### src/rtl/deal_sequencer_pkg.sv
// Shared types and constants for the BlackJack round-start sequencer.
package bj_pkg;

  typedef enum logic [2:0] {
    IDLE,
    REQ,
    PAUSE,
    DONE,
    ERROR
  } seq_state_t;

  localparam logic TGT_PLAYER = 1'b0;
  localparam logic TGT_DEALER = 1'b1;

  localparam int RANK_W          = 4;
  localparam int RANK_MIN        = 1;
  localparam int RANK_MAX        = 13;
  localparam int DEALS_PER_ROUND = 4;

  function automatic logic rank_legal(input logic [RANK_W-1:0] rank);
    return (rank >= RANK_W'(RANK_MIN)) && (rank <= RANK_W'(RANK_MAX));
  endfunction

endpackage

### src/rtl/deal_sequencer_if.sv
// Card-source handshake and hand-logic deal strobe, bundled as one bus.
interface deal_sequencer_if;
  import bj_pkg::*;

  logic              card_req;
  logic              card_valid;
  logic [RANK_W-1:0] card_rank;
  logic              deal_valid;
  logic              deal_target;
  logic              deal_slot;
  logic [RANK_W-1:0] deal_rank;

  modport master (
    output card_req,
    input  card_valid,
    input  card_rank,
    output deal_valid,
    output deal_target,
    output deal_slot,
    output deal_rank
  );

  modport slave (
    input  card_req,
    output card_valid,
    output card_rank,
    input  deal_valid,
    input  deal_target,
    input  deal_slot,
    input  deal_rank
  );

endinterface

### src/rtl/deal_sequencer_interval_timer.sv
// Up-counter shared by the sequencer for both pause length and request timeout.
module interval_timer #(
  parameter int TIMER_W = 32
) (
  input  logic               clk,
  input  logic               reset,
  input  logic               clear,
  input  logic               enable,
  input  logic [TIMER_W-1:0] top,
  output logic               hit,
  output logic [TIMER_W-1:0] value
);

  assign hit = enable && (value == top - TIMER_W'(1));

  // Saturates on the last count rather than wrapping; the owner always clears on hit.
  always_ff @(posedge clk) begin
    if (reset || clear) begin
      value <= '0;
    end else if (enable && !hit) begin
      value <= value + TIMER_W'(1);
    end
  end

endmodule

### src/rtl/deal_sequencer.sv
// Round-start controller: requests four cards (P, D, P, D) with pause and timeout.
//   state | meaning
//   IDLE  | waiting for start
//   REQ   | card_req high, waiting for card_valid or timeout
//   PAUSE | gap between deals, first cycle carries deal_valid
//   DONE  | fourth card delivered, one cycle
//   ERROR | timeout or illegal rank, held until start or reset
module deal_sequencer
  import bj_pkg::*;
#(
  parameter int PAUSE_CYCLES   = 25_000_000,
  parameter int TIMEOUT_CYCLES = 1024,
  parameter int TIMER_W        = 32
) (
  input  logic                    clk,
  input  logic                    reset,
  input  logic                    start,
  input  logic                    abort,
  deal_sequencer_if.master        bus,
  output logic                    busy,
  output logic                    done,
  output logic                    error
);

  localparam logic [TIMER_W-1:0] PAUSE_TOP   = TIMER_W'(PAUSE_CYCLES);
  localparam logic [TIMER_W-1:0] TIMEOUT_TOP = TIMER_W'(TIMEOUT_CYCLES);
  localparam logic [1:0]         LAST_IDX    = 2'(DEALS_PER_ROUND - 1);

  seq_state_t         state;
  logic [1:0]         idx;
  logic               tmr_clear;
  logic               tmr_enable;
  logic               tmr_hit;
  logic [TIMER_W-1:0] tmr_top;
  logic [TIMER_W-1:0] unused_tmr_value;
  logic               accept;
  logic               rank_ok;

  assign accept     = (state == REQ) && bus.card_valid;
  assign rank_ok    = rank_legal(bus.card_rank);
  assign tmr_enable = (state == REQ) || (state == PAUSE);
  assign tmr_top    = (state == PAUSE) ? PAUSE_TOP : TIMEOUT_TOP;
  // Every exit from REQ/PAUSE coincides with one of these, so the next timed state starts at 0.
  assign tmr_clear  = !tmr_enable || tmr_hit || accept || abort;

  interval_timer #(.TIMER_W(TIMER_W)) u_timer (
    .clk    (clk),
    .reset  (reset),
    .clear  (tmr_clear),
    .enable (tmr_enable),
    .top    (tmr_top),
    .hit    (tmr_hit),
    .value  (unused_tmr_value)
  );

  always_ff @(posedge clk) begin
    if (reset) begin
      state           <= IDLE;
      idx             <= '0;
      bus.card_req    <= 1'b0;
      bus.deal_valid  <= 1'b0;
      bus.deal_target <= TGT_PLAYER;
      bus.deal_slot   <= 1'b0;
      bus.deal_rank   <= '0;
      busy            <= 1'b0;
      done            <= 1'b0;
      error           <= 1'b0;
    end else begin
      bus.deal_valid <= 1'b0;
      done           <= 1'b0;
      unique case (state)
        IDLE: begin
          if (start) begin
            state        <= REQ;
            idx          <= '0;
            bus.card_req <= 1'b1;
            busy         <= 1'b1;
          end
        end
        REQ: begin
          if (abort) begin
            state        <= IDLE;
            bus.card_req <= 1'b0;
            busy         <= 1'b0;
          end else if (bus.card_valid) begin
            bus.card_req <= 1'b0;
            if (rank_ok) begin
              bus.deal_valid  <= 1'b1;
              bus.deal_rank   <= bus.card_rank;
              bus.deal_target <= idx[0];
              bus.deal_slot   <= idx[1];
              if (idx == LAST_IDX) begin
                state <= DONE;
                done  <= 1'b1;
                busy  <= 1'b0;
              end else begin
                state <= PAUSE;
                idx   <= idx + 2'd1;
              end
            end else begin
              state <= ERROR;
              error <= 1'b1;
              busy  <= 1'b0;
            end
          end else if (tmr_hit) begin
            state        <= ERROR;
            error        <= 1'b1;
            busy         <= 1'b0;
            bus.card_req <= 1'b0;
          end
        end
        PAUSE: begin
          if (abort) begin
            state <= IDLE;
            busy  <= 1'b0;
          end else if (tmr_hit) begin
            state        <= REQ;
            bus.card_req <= 1'b1;
          end
        end
        DONE: begin
          if (!abort && start) begin
            state        <= REQ;
            idx          <= '0;
            bus.card_req <= 1'b1;
            busy         <= 1'b1;
          end else begin
            state <= IDLE;
          end
        end
        ERROR: begin
          if (start) begin
            state        <= REQ;
            idx          <= '0;
            bus.card_req <= 1'b1;
            busy         <= 1'b1;
            error        <= 1'b0;
          end
        end
        default: state <= IDLE;
      endcase
    end
  end

endmodule

### src/flat_wrapper.sv
// flat-port wrapper written by rule: the top's interface ports become plain ports
module deal_sequencer_flat import bj_pkg::*;
#(
  parameter int PAUSE_CYCLES   = 25_000_000,
  parameter int TIMEOUT_CYCLES = 1024,
  parameter int TIMER_W        = 32
)
  (clk, reset, start, abort, busy, done, error, bus_card_req, bus_card_valid, bus_card_rank, bus_deal_valid, bus_deal_target, bus_deal_slot, bus_deal_rank);
  deal_sequencer_if bus_i ();
  input  logic clk;
  input  logic reset;
  input  logic start;
  input  logic abort;
  output logic busy;
  output logic done;
  output logic error;
  output wire logic [$bits(bus_i.card_req)-1:0] bus_card_req;
  input wire logic [$bits(bus_i.card_valid)-1:0] bus_card_valid;
  input wire logic [$bits(bus_i.card_rank)-1:0] bus_card_rank;
  output wire logic [$bits(bus_i.deal_valid)-1:0] bus_deal_valid;
  output wire logic [$bits(bus_i.deal_target)-1:0] bus_deal_target;
  output wire logic [$bits(bus_i.deal_slot)-1:0] bus_deal_slot;
  output wire logic [$bits(bus_i.deal_rank)-1:0] bus_deal_rank;
  assign bus_card_req = bus_i.card_req;
  assign bus_i.card_valid = bus_card_valid;
  assign bus_i.card_rank = bus_card_rank;
  assign bus_deal_valid = bus_i.deal_valid;
  assign bus_deal_target = bus_i.deal_target;
  assign bus_deal_slot = bus_i.deal_slot;
  assign bus_deal_rank = bus_i.deal_rank;
  deal_sequencer #(.PAUSE_CYCLES(PAUSE_CYCLES), .TIMEOUT_CYCLES(TIMEOUT_CYCLES), .TIMER_W(TIMER_W)) u_core (.clk(clk), .reset(reset), .start(start), .abort(abort), .bus(bus_i), .busy(busy), .done(done), .error(error));
endmodule
### config.mk
export PLATFORM = sky130hd
export DESIGN_NAME = deal_sequencer_flat
export DESIGN_NICKNAME = d
export VERILOG_FILES = /design/src/rtl/deal_sequencer_pkg.sv /design/src/rtl/deal_sequencer_if.sv /design/src/rtl/deal_sequencer_interval_timer.sv /design/src/rtl/deal_sequencer.sv /design/src/flat_wrapper.sv
export SDC_FILE = /design/constraint.sdc
export NUM_CORES = 1
export LEC_CHECK = 0
export BUFFER_PORTS_ARGS = -buffer_cell sky130_fd_sc_hd__buf_4
export CAP_MARGIN = 10
export CORE_ASPECT_RATIO = 0.6
export CORE_MARGIN = 3
export CORE_UTILIZATION = 53
export CTS_CLUSTER_DIAMETER = 40
export DETAILED_ROUTE_END_ITERATION = 16
export PLACE_DENSITY = 0.8
export SLEW_MARGIN = 10
export SYNTH_ARGS = -nofsm -noshare
export SYNTH_HDL_FRONTEND = slang
export SYNTH_SLANG_ARGS = --single-unit
### constraint.sdc
create_clock -name clk -period 1.8 [get_ports clk]
set_input_delay 0.36 -clock clk [delete_from_list [all_inputs] [get_ports clk]]
set_output_delay 0.36 -clock clk [all_outputs]
set_load 0.05 [all_outputs]
## Word level (Yosys, flattened, before mapping)

Cells that the tools add are included.

| storage, ports and cells | value |
|---|---|
| word-level logic and storage cells | 106 |
| memories kept | 0 |
| input bits | 9 |
| RAM bits | 0 |
| latch bits | 0 |
| memory bits (read-only) | 0 |
| output and inout port bits | 11 |
| register bits | 48 |

| operators by class | value |
|---|---|
| mux-type cells | 39 |
| divide/modulo/power cells | 0 |
| order comparisons | 2 |
| reduce and logical (&&, ||, !) cells | 26 |
| shift operators | 0 |
| bitwise logic cells | 4 |
| $add $sub $neg | 3 |
| eq/ne operators | 21 |
| multipliers | 0 |

Operators with widths:

| kind | number |
|---|---|
| $add 32x1->32 const B | 1 |
| $eq 32x32->1 | 1 |
| $sub 32x1->32 const B | 1 |
| $mux 25 | 1 |
| $mux 3 | 7 |
| $mux 1 | 20 |
| $mux 2 | 6 |
| $ne 2x2->1 const B | 6 |
| $pmux 3 s4 | 1 |
| $reduce_and 6->1 | 2 |
| $ne 2x1->1 const B | 4 |
| $pmux 1 s4 | 2 |
| $reduce_and 7->1 | 1 |
| $eq 3x2->1 const B | 2 |
| $ne 3x2->1 const B | 2 |
| $pmux 2 s3 | 1 |
| $logic_and 1x1->1 | 5 |
| $logic_or 1x1->1 | 5 |
| $ne 5x5->1 const B | 1 |
| $reduce_and 5->1 | 1 |
| $reduce_or 5->1 | 1 |
| $ge 4x1->1 const B | 1 |
| $le 4x4->1 const B | 1 |
| $ne 4x3->1 const B | 1 |
| other kinds (16) | 21 |

## Depth between registers and ports, before layout

Gate-level depths: netlist of run 1.

| logic depth | value |
|---|---|
| word-level depth | 9 |
| gate-level depth with buffers | 9 |
| mapped depth without buffers | 7 |

## Hierarchy

Synthesis of run 1 repeated with hierarchy kept, for this count alone.

| second synthesis, totals | value |
|---|---|
| cell total of the unflattened synthesis | 461 |
| area total of the unflattened synthesis | 3616.0 um2 |

Modules (own cells, without submodules):

| module | area an instance (um2) | cells an instance | sequential area each (um2) | instances |
|---|---|---|---|---|
| interval_timer | 2747.6 | 361 | 640.6 | 1 |
| deal_sequencer | 868.3 | 100 | 320.3 | 1 |

## Least setup slack after synthesis of run 1

OpenSTA, ideal clock, no wires.

| path | value |
|---|---|
| path type | flip-flop to flip-flop |
| from | reg u_core.state[2] |
| to | reg u_core.u_timer.value[11] |
| slack | -98 ps |
| required time | 1736 ps |
| buffers on the path | 3 |
| arrival | 1835 ps |
| library setup time | 64 ps |
| period minus slack after synthesis | 1898 ps |
| stages on the path, launching flop included | 9 |
| cells stage by stage | dfxtp_1 buf_6 or3b_4 nor2_2 nor2_1 or4_1 buf_6 buf_8 nor2_2 |

| on the way | value |
|---|---|
| cells in the longest elaborated chain, start to end | 9 |
| elaborated cells between the ends (all ways) | 15 |
| those cells by class | 1 x add/sub; 3 x eq/ne; 1 x mux; 10 x reduce/logical |

RTL lines:

| item | RTL line | text |
|---|---|---|
| start: declaration | deal_sequencer.sv:29 | `seq_state_t state;` |
| start signal: assignment | deal_sequencer.sv:58 | `state <= IDLE;` |
| start signal: assignment | deal_sequencer.sv:74 | `state <= REQ;` |
| start signal: assignment | deal_sequencer.sv:82 | `state <= IDLE;` |
| $eq 3x2->1 | deal_sequencer.sv:41, deal_sequencer.sv:42 |  |
| $mux 25 | deal_sequencer.sv:42 | `assign tmr_top = (state == PAUSE) ? PAUSE_TOP : TIMEOUT_TOP;` |
| $sub 32x1->32 | deal_sequencer_interval_timer.sv:14 | `assign hit = enable && (value == top - TIMER_W'(1));` |
| $eq 32x32->1 | deal_sequencer_interval_timer.sv:14 |  |
| $logic_and 1x1->1 | deal_sequencer_interval_timer.sv:14 |  |
| $logic_or 1x1->1 (3 in series) | deal_sequencer.sv:44 | `assign tmr_clear = !tmr_enable \|\| tmr_hit \|\| accept \|\| abort;` |
| $logic_or 1x1->1 | deal_sequencer_interval_timer.sv:18 | `if (reset \|\| clear) begin` |
| end signal: assignment | deal_sequencer_interval_timer.sv:21 | `value <= value + TIMER_W'(1);` |
| end: declaration | deal_sequencer_interval_timer.sv:11 | `output logic [TIMER_W-1:0] value` |

Parallel ways exist; a longest one is shown, timed or not.
A chain may end at the register's enable or synchronous reset.

## Worst setup path in the final report of run 1

| path | value |
|---|---|
| from | reg u_core.state[0] |
| to | reg u_core.u_timer.value[25] |

The elaborated chain is that of the path after synthesis.

==> results of run 1 <==
==> worst reg2reg max path, cell delays in order, from the launching register on <==
cell and delay (ns):
dfxtp_4 0.38, or3b_4 0.39, nor2_2 0.10, nor2_1 0.07, or4_4 0.54, buf_16 0.19, nor2_1 0.13
==> state kept, by name (all words and copies together), names as in the netlist <==
| signal | count |
|---|---|
| u_core.bus.deal_valid | 1 |
| u_core.u_timer.value | 32 |
| u_core.state | 3 |
| u_core.idx | 2 |
| u_core.bus.card_req | 1 |
| u_core.done | 1 |
| u_core.bus.deal_slot | 1 |
| u_core.busy | 1 |
| u_core.bus.deal_target | 1 |
| u_core.bus.deal_rank | 4 |
| u_core.error | 1 |
==> Yosys cell counts, drive strengths merged, types with 3 or more instances <==
cell     n
inv      5
nor3     8
nor2    56
mux2i    3
buf      7
nand4    8
and2     3
nor4     6
xnor2   13
and3     6
a21oi    8
clkbuf   7
o31a     3
nand3   17
o21ai    6
nand2   23
and4     6
or3      3
xor2    18
dfxtp   48
==> cell usage in the layout, fill, tap and decap left out, types with 8 or more instances in the layout <==
master    n
xnor2_1  13
dfxtp_1  42
nand2_1  22
xor2_1   18
nor2_1   42
nand4_1   8
a21oi_1   8
buf_4    54
nor2_2   12
nand3_1  15
==> cell type report <==
class / count / area, um2
clock buffer: 6 / 72.6
clock inverter: 2 / 35.0
fill: 315 / 1100
inverter: 5 / 18.8
multi-input combinational: 216 / 1460
sequential: 48 / 976
tap: 60 / 75.1
timing repair buffer: 59 / 495
==> cells by family after synthesis <==
family          after synthesis
simple gates                148
flops                        48
compound gates               32
xor+xnor                     31
buf+inv                      19
mux                           3
fa+ha+maj                     2
==> layer usage <==
metal | up-vias | wire length, um | GRT usage
met2 | 113 | 2880 | 0.362
met4 | 0 | 106 | 0.0731
met1 | 1097 | 3110 | 0.355
met3 | 16 | 517 | 0.0584
li1 | 1090 | - | -
met5 | - | 0 | 0
==> power by group through the flow <==
stage	Combinational, W	Clock (W)	Sequential (W)
floorplan	0.000133	0	0.00116
global placement	0.000261	0	0.00112
detailed placement	0.000264	0	0.00112
CTS	0.000274	0.000781	0.00109
global route	0.000311	0.000832	0.00109
finish	0.000293	0.000785	0.00109
==> per-stage QoR <==
stage | hold WS [ns] | power (W) | worst slack [ns]
finish | 0.325 | 0.00217 | -0.0510
global route | 0.326 | 0.00224 | -0.110
global placement | 0.446 | 0.00138 | -0.0755
CTS | 0.326 | 0.00215 | -0.00275
detailed placement | 0.456 | 0.00138 | -0.0877
floorplan | 0.439 | 0.00129 | -0.0864
==> timing repair <==
item                       in CTS  in global routing
hold buffers                    0                  0
pin swaps                       4                  7
setup endpoints to repair      36                 38
resized for setup              16                 20
setup buffers                   2                  2
gates cloned                    1                  0
==> worst max path at each step <==
stage / startpoint / to / slack (ns)
final: u_core.state[0] / u_core.u_timer.value[25] / -0.05
after floorplan: u_core.state[2] / u_core.u_timer.value[11] / -0.09
after CTS: u_core.state[0] / u_core.u_timer.value[5] / -0.003
after detailed placement: u_core.state[1] / u_core.state[1] / -0.09
after global routing: u_core.u_timer.value[1] / u_core.u_timer.value[26] / -0.11
after global placement: bus_card_rank[0] / u_core.idx[1] / -0.08
==> metrics, run 1 <==
endpoint kind of the worst setup timing path=flop; r2r setup slk=-0.05 ns; clock root buffer=clkbuf_8; via count of the first global-routing pass=roughly 2200; routed via count divided by cell count=5.85; launch instance of the worst min-delay path=bus_card_rank[0]; most area-hungry cell type in the Yosys netlist=dfxtp_1; Tot GR Track Use=0.245; XOR/XNOR Fraction of Synth Area=0.113; clock share of power=0.362; final HPWL from detailed placement=4280 um; Finished Layout Cells=396; Post-Synthesis Cell Area=0.00240 mm2; final setup TNS=-0.719 ns; fraction of final layout cells sized beyond drive strength 1=0.321; Hold Fails Final Rpt=0; Net count, final=346; number of inserted diodes=0; most used flip-flop cell after synthesis=dfxtp_1; cell area after layout=0.00313 mm2; routed wire length=6610 um; CTS buffer count=5; wire length per cell after detailed routing=16.7 um; minimum clock period after layout=1.85 ns; die footprint=0.00541 mm2; largest delay contributor family on the critical path=simple AND/OR/NAND/NOR gates; capturing point of the worst reg2reg path=u_core.u_timer.value[25]; weighted congestion reported at the end of routability-driven placement=0.927; clk_lat worst skew=0.31 ns; number of logic stages on the critical path including buffering=6; worst clock skew=0.0168 ns; area added between synthesis and finish=30.1%; count of flip-flops with a built-in enable after synthesis=0; power density over cell area=694 mW/mm2; clk sinks=48; minimum setup slack in the final design=-0.0510 ns; critical path's slowest cell=or4_4; drt drc=0; Post-Route Utilization=0.739; distinct cell type count of the synthesized netlist=49; worst hold path endpoint=u_core.bus.deal_rank[0]; vertical extent of the die=58.2 um; post-synthesis share of cell area spent on full adders, half adders and majority gates=0.0104; Setup crit start kind=flop; core area=around 0.0042 mm2; critical path required time=2.05 ns; peak fanout along the critical path=16; Yosys reg bits=48; Worst Hold Path Cells=3; overflow left after global routing=0; Clk pin slew, worst setup/hold paths=0.10 ns; headroom to the max-slew limit=0.575; Buffers on Ports=19; maximum capacitance violations=0; synthesized-area fraction occupied by ao, oa, aoi and oai cells=0.0905; multiplexer share of the synthesized area=0.0125; Mapped Avg Cell Area=8.50 um2; combined buffer and inverter count along the critical path=1; ordered list of cells on the worst path=or3b_4 -> nor2_2 -> nor2_1 -> or4_4 -> buf_16 -> nor2_1; dominant cell type by count on the critical path=nor2_1; violated checks=negative setup slack; ranking of synthesized cells by area=dfxtp_1, nor2_1, xor2_1, xnor2_1, nand2_1; Initial Util=0.568; cell depth of the worst flop-to-flop path=6; CP peak stage delay=0.54 ns; maximum buffer depth of the clock tree=2; antenna violations before repair=0; number of iterations in the first detailed-routing pass=5; Die Span X=slightly above 90 um; Synth top area share=0.400; io pins=20; launch point of the worst reg-to-reg path=u_core.state[0]; global-route wire length before repair=between 10000 and 15000 um; Logic pwr share=0.135; main combinational cell family by area after synthesis=simple AND/OR/NAND/NOR gates; post-route clock period utilization=1.03; status=finished, violations left; final setup violation count=35; cell count after synthesis=283; transition time of the tightest slew-check pin=0.621 ns; data arrival time of the critical path=2.10 ns; highest ir drop seen on vdd=slightly above 500 uV; antenna-violating nets left=0; simple-gate area share of the yosys netlist=0.325; worst min path class=primary input to flop; path type of the worst setup path=flop to flop; number of H-tree levels=2; count of warnings emitted by yosys=0; total via count in the routed design=around 2300; final-report max-slew violation count=0; Synth async-reset ratio=0; FMAX=540 MHz; number of design-rule violations left by the first detailed-router iteration=281; sw power=0.000555 W; static power due to leakage=1.18 nW; proportion of total power due to net switching=0.256; row cnt=18; Post-DP Area=0.00281 mm2; Post-Syn Nets=294; CTS tree=done; design internal power=0.00161 W; unrepaired setup endpoints after global routing=true; number of cells in the design after placement=383; sequential share of the synthesized area=0.400; largest net degree at the start of global routing=17; register share of total power=0.503
No activity file was read; power rests on OpenSTA's default activity.
==> run 2, diff against run 1 <==
- CORE_ASPECT_RATIO: 0.6 -> 0.75
- MAX_ROUTING_LAYER: default -> met4
==> run 2 against run 1 <==
Against the previous run:
- the run still ends with negative setup slack left
- highest routed layer unchanged
- combinational power shrank 4%
- register-to-register slack lost 0.03 ns
- non-clock buffer count grew 4
- clock-buffer cell count shrank 1
==> metrics, run 2 (synthesis gave the netlist of run 1 again) <==
Largest register FFs=32; unrepaired setup endpoints after global routing=true; total power draw=0.00201 W; overflow left after global routing=0; endpoint kind of the worst setup timing path=flop; clock root buffer=clkbuf_8; cell area after layout=0.00304 mm2; combined buffer and inverter count along the critical path=2; maximum capacitance violations=0; Post-Route Utilization=0.723; largest delay contributor family on the critical path=simple AND/OR/NAND/NOR gates; headroom to the max-slew limit=0.740; largest registers in the final layout=u_core.u_timer.value: 32 flops, u_core.bus.deal_rank: 4 flops, u_core.state: 3 flops; number of design-rule violations left by the first detailed-router iteration=128; dominant cell type by count on the critical path=buf_4; quantity of hold-fixing buffers added after cts=0; Post-DP Area=0.00284 mm2; core area=around 0.0042 mm2; power density over cell area=660 mW/mm2; CTS tree=done; weighted congestion reported at the end of routability-driven placement=~0.89; minimum setup slack in the final design=-0.0792 ns; number of inserted diodes=0; total via count in the routed design=approximately 2300; minimum clock period after layout=1.88 ns; CP peak stage delay=0.37 ns; Net count, final=between 300 and 400; final setup violation count=36; drt drc=0; area added between synthesis and finish=26.4%; static power due to leakage=1.18 nW; via count of the first global-routing pass=1958; most flop-heavy register=u_core.u_timer.value; Tot GR Track Use=0.215; Buffers on Ports=19; Hold Fails Final Rpt=0; antenna violations before repair=0; Clk pin slew, worst setup/hold paths=0.09 ns; critical path's slowest cell=or3b_4; Setup crit start kind=flop; io pins=20; final-report max-slew violation count=0; global-route wire length before repair=between 9000 and 10000 um; status=finished, violations left; Die Span X=83.8 um; worst clock skew=just over 0.01 ns; Initial Util=0.572; fillcell total=324; die footprint=0.00539 mm2; post-route clock period utilization=1.04; clk_lat worst skew=0.30 ns; fraction of final layout cells sized beyond drive strength 1=0.303; commonest cells after routing, fill and taps aside=buf_4, nor2_1, dfxtp_1; antenna-violating nets left=0; largest net degree at the start of global routing=33; number of iterations in the first detailed-routing pass=4; routed wire length=around 5800 um; critical path required time=2.00 ns; ordered list of cells on the worst path=nor3b_4 -> and4_1 -> o2111ai_2 -> nor3_2 -> buf_4 -> buf_4 -> or3b_4 -> a22o_1; violated checks=negative setup slack; data arrival time of the critical path=2.08 ns; peak fanout along the critical path=4; routed via count divided by cell count=5.72; highest ir drop seen on vdd=between 400 and 500 uV; worst min path class=primary input to flop; path type of the worst setup path=flop to flop; transition time of the tightest slew-check pin=0.380 ns; most common library cell in the layout ignoring fill and taps=buf_4; vertical extent of the die=64.3 um; clk sinks=48; wire length per cell after detailed routing=14.6 um; row cnt=20; number of H-tree levels=2; final setup TNS=-1.17 ns; minimum setup slack after placement=-0.0703 ns; CTS buffer count=5; FMAX=532 MHz; maximum buffer depth of the clock tree=2; final HPWL from detailed placement=3960 um
## run 2: cell count changes in the layout (fill, tap and decap cells not counted), moves of 2 or more
| cell | delta |
|---|---|
| buf_4 | +6 |
| dfxtp_2 | +3 |
| dfxtp_4 | -2 |
| nand3_1 | +2 |
| nand3_2 | -2 |
| nor2_1 | +2 |
## run 2: through the flow
stage	instances	hold slack [ns]
floorplan	283	0.439
global placement	384	0.444
detailed placement	384	0.452
CTS	392	0.312
global route	395	0.333
finish	395	0.323
## run 2: metal layers
metal  track usage  wire length (um)  vias up
met4        0.0562                38        0
met2         0.299              2510       79
li1              -                 -     1096
met5             -                 0        -
met3        0.0683               505        4
met1         0.300              2720     1080
## run 2: where the power goes
part	total (W)	switching [W]	internal [W]	leakage, nW
sequential	0.00109	0.0000132	0.00108	0.391
clock	0.000635	0.000364	0.000271	0.0479
combinational	0.000280	0.000162	0.000118	0.739
## run 2: cell type report
| cell class | count | area, um2 | area share |
|---|---|---|---|
| inverter | 5 | 18.8 | 0.00617 |
| tap | 55 | 68.8 | 0.0226 |
| sequential | 48 | 972 | 0.320 |
| clock buffer | 5 | 68.8 | 0.0226 |
| multi-input combinational | 216 | 1400 | 0.460 |
| clock inverter | 3 | 18.8 | 0.00617 |
| timing repair buffer | 63 | 493 | 0.162 |
## run 2: final timing paths
kind / from / to / slack, ns / depth (start not counted)
hold / removal: start / u_core.error / 0.32 / 2
hold reg to reg: u_core.bus.deal_rank[3] / u_core.bus.deal_rank[3] / 0.46 / 2
setup / recovery: u_core.state[1] / u_core.state[0] / -0.08 / 8
setup reg to reg: u_core.state[1] / u_core.state[0] / -0.08 / 8
## run 2: repair_timing
| item | CTS | global route |
|---|---|---|
| pin swaps | 2 | 7 |
| setup endpoints to repair | 37 | 38 |
| cloned | 0 | 0 |
| buffers inserted | 0 | 3 |
| gates resized for setup | 12 | 10 |
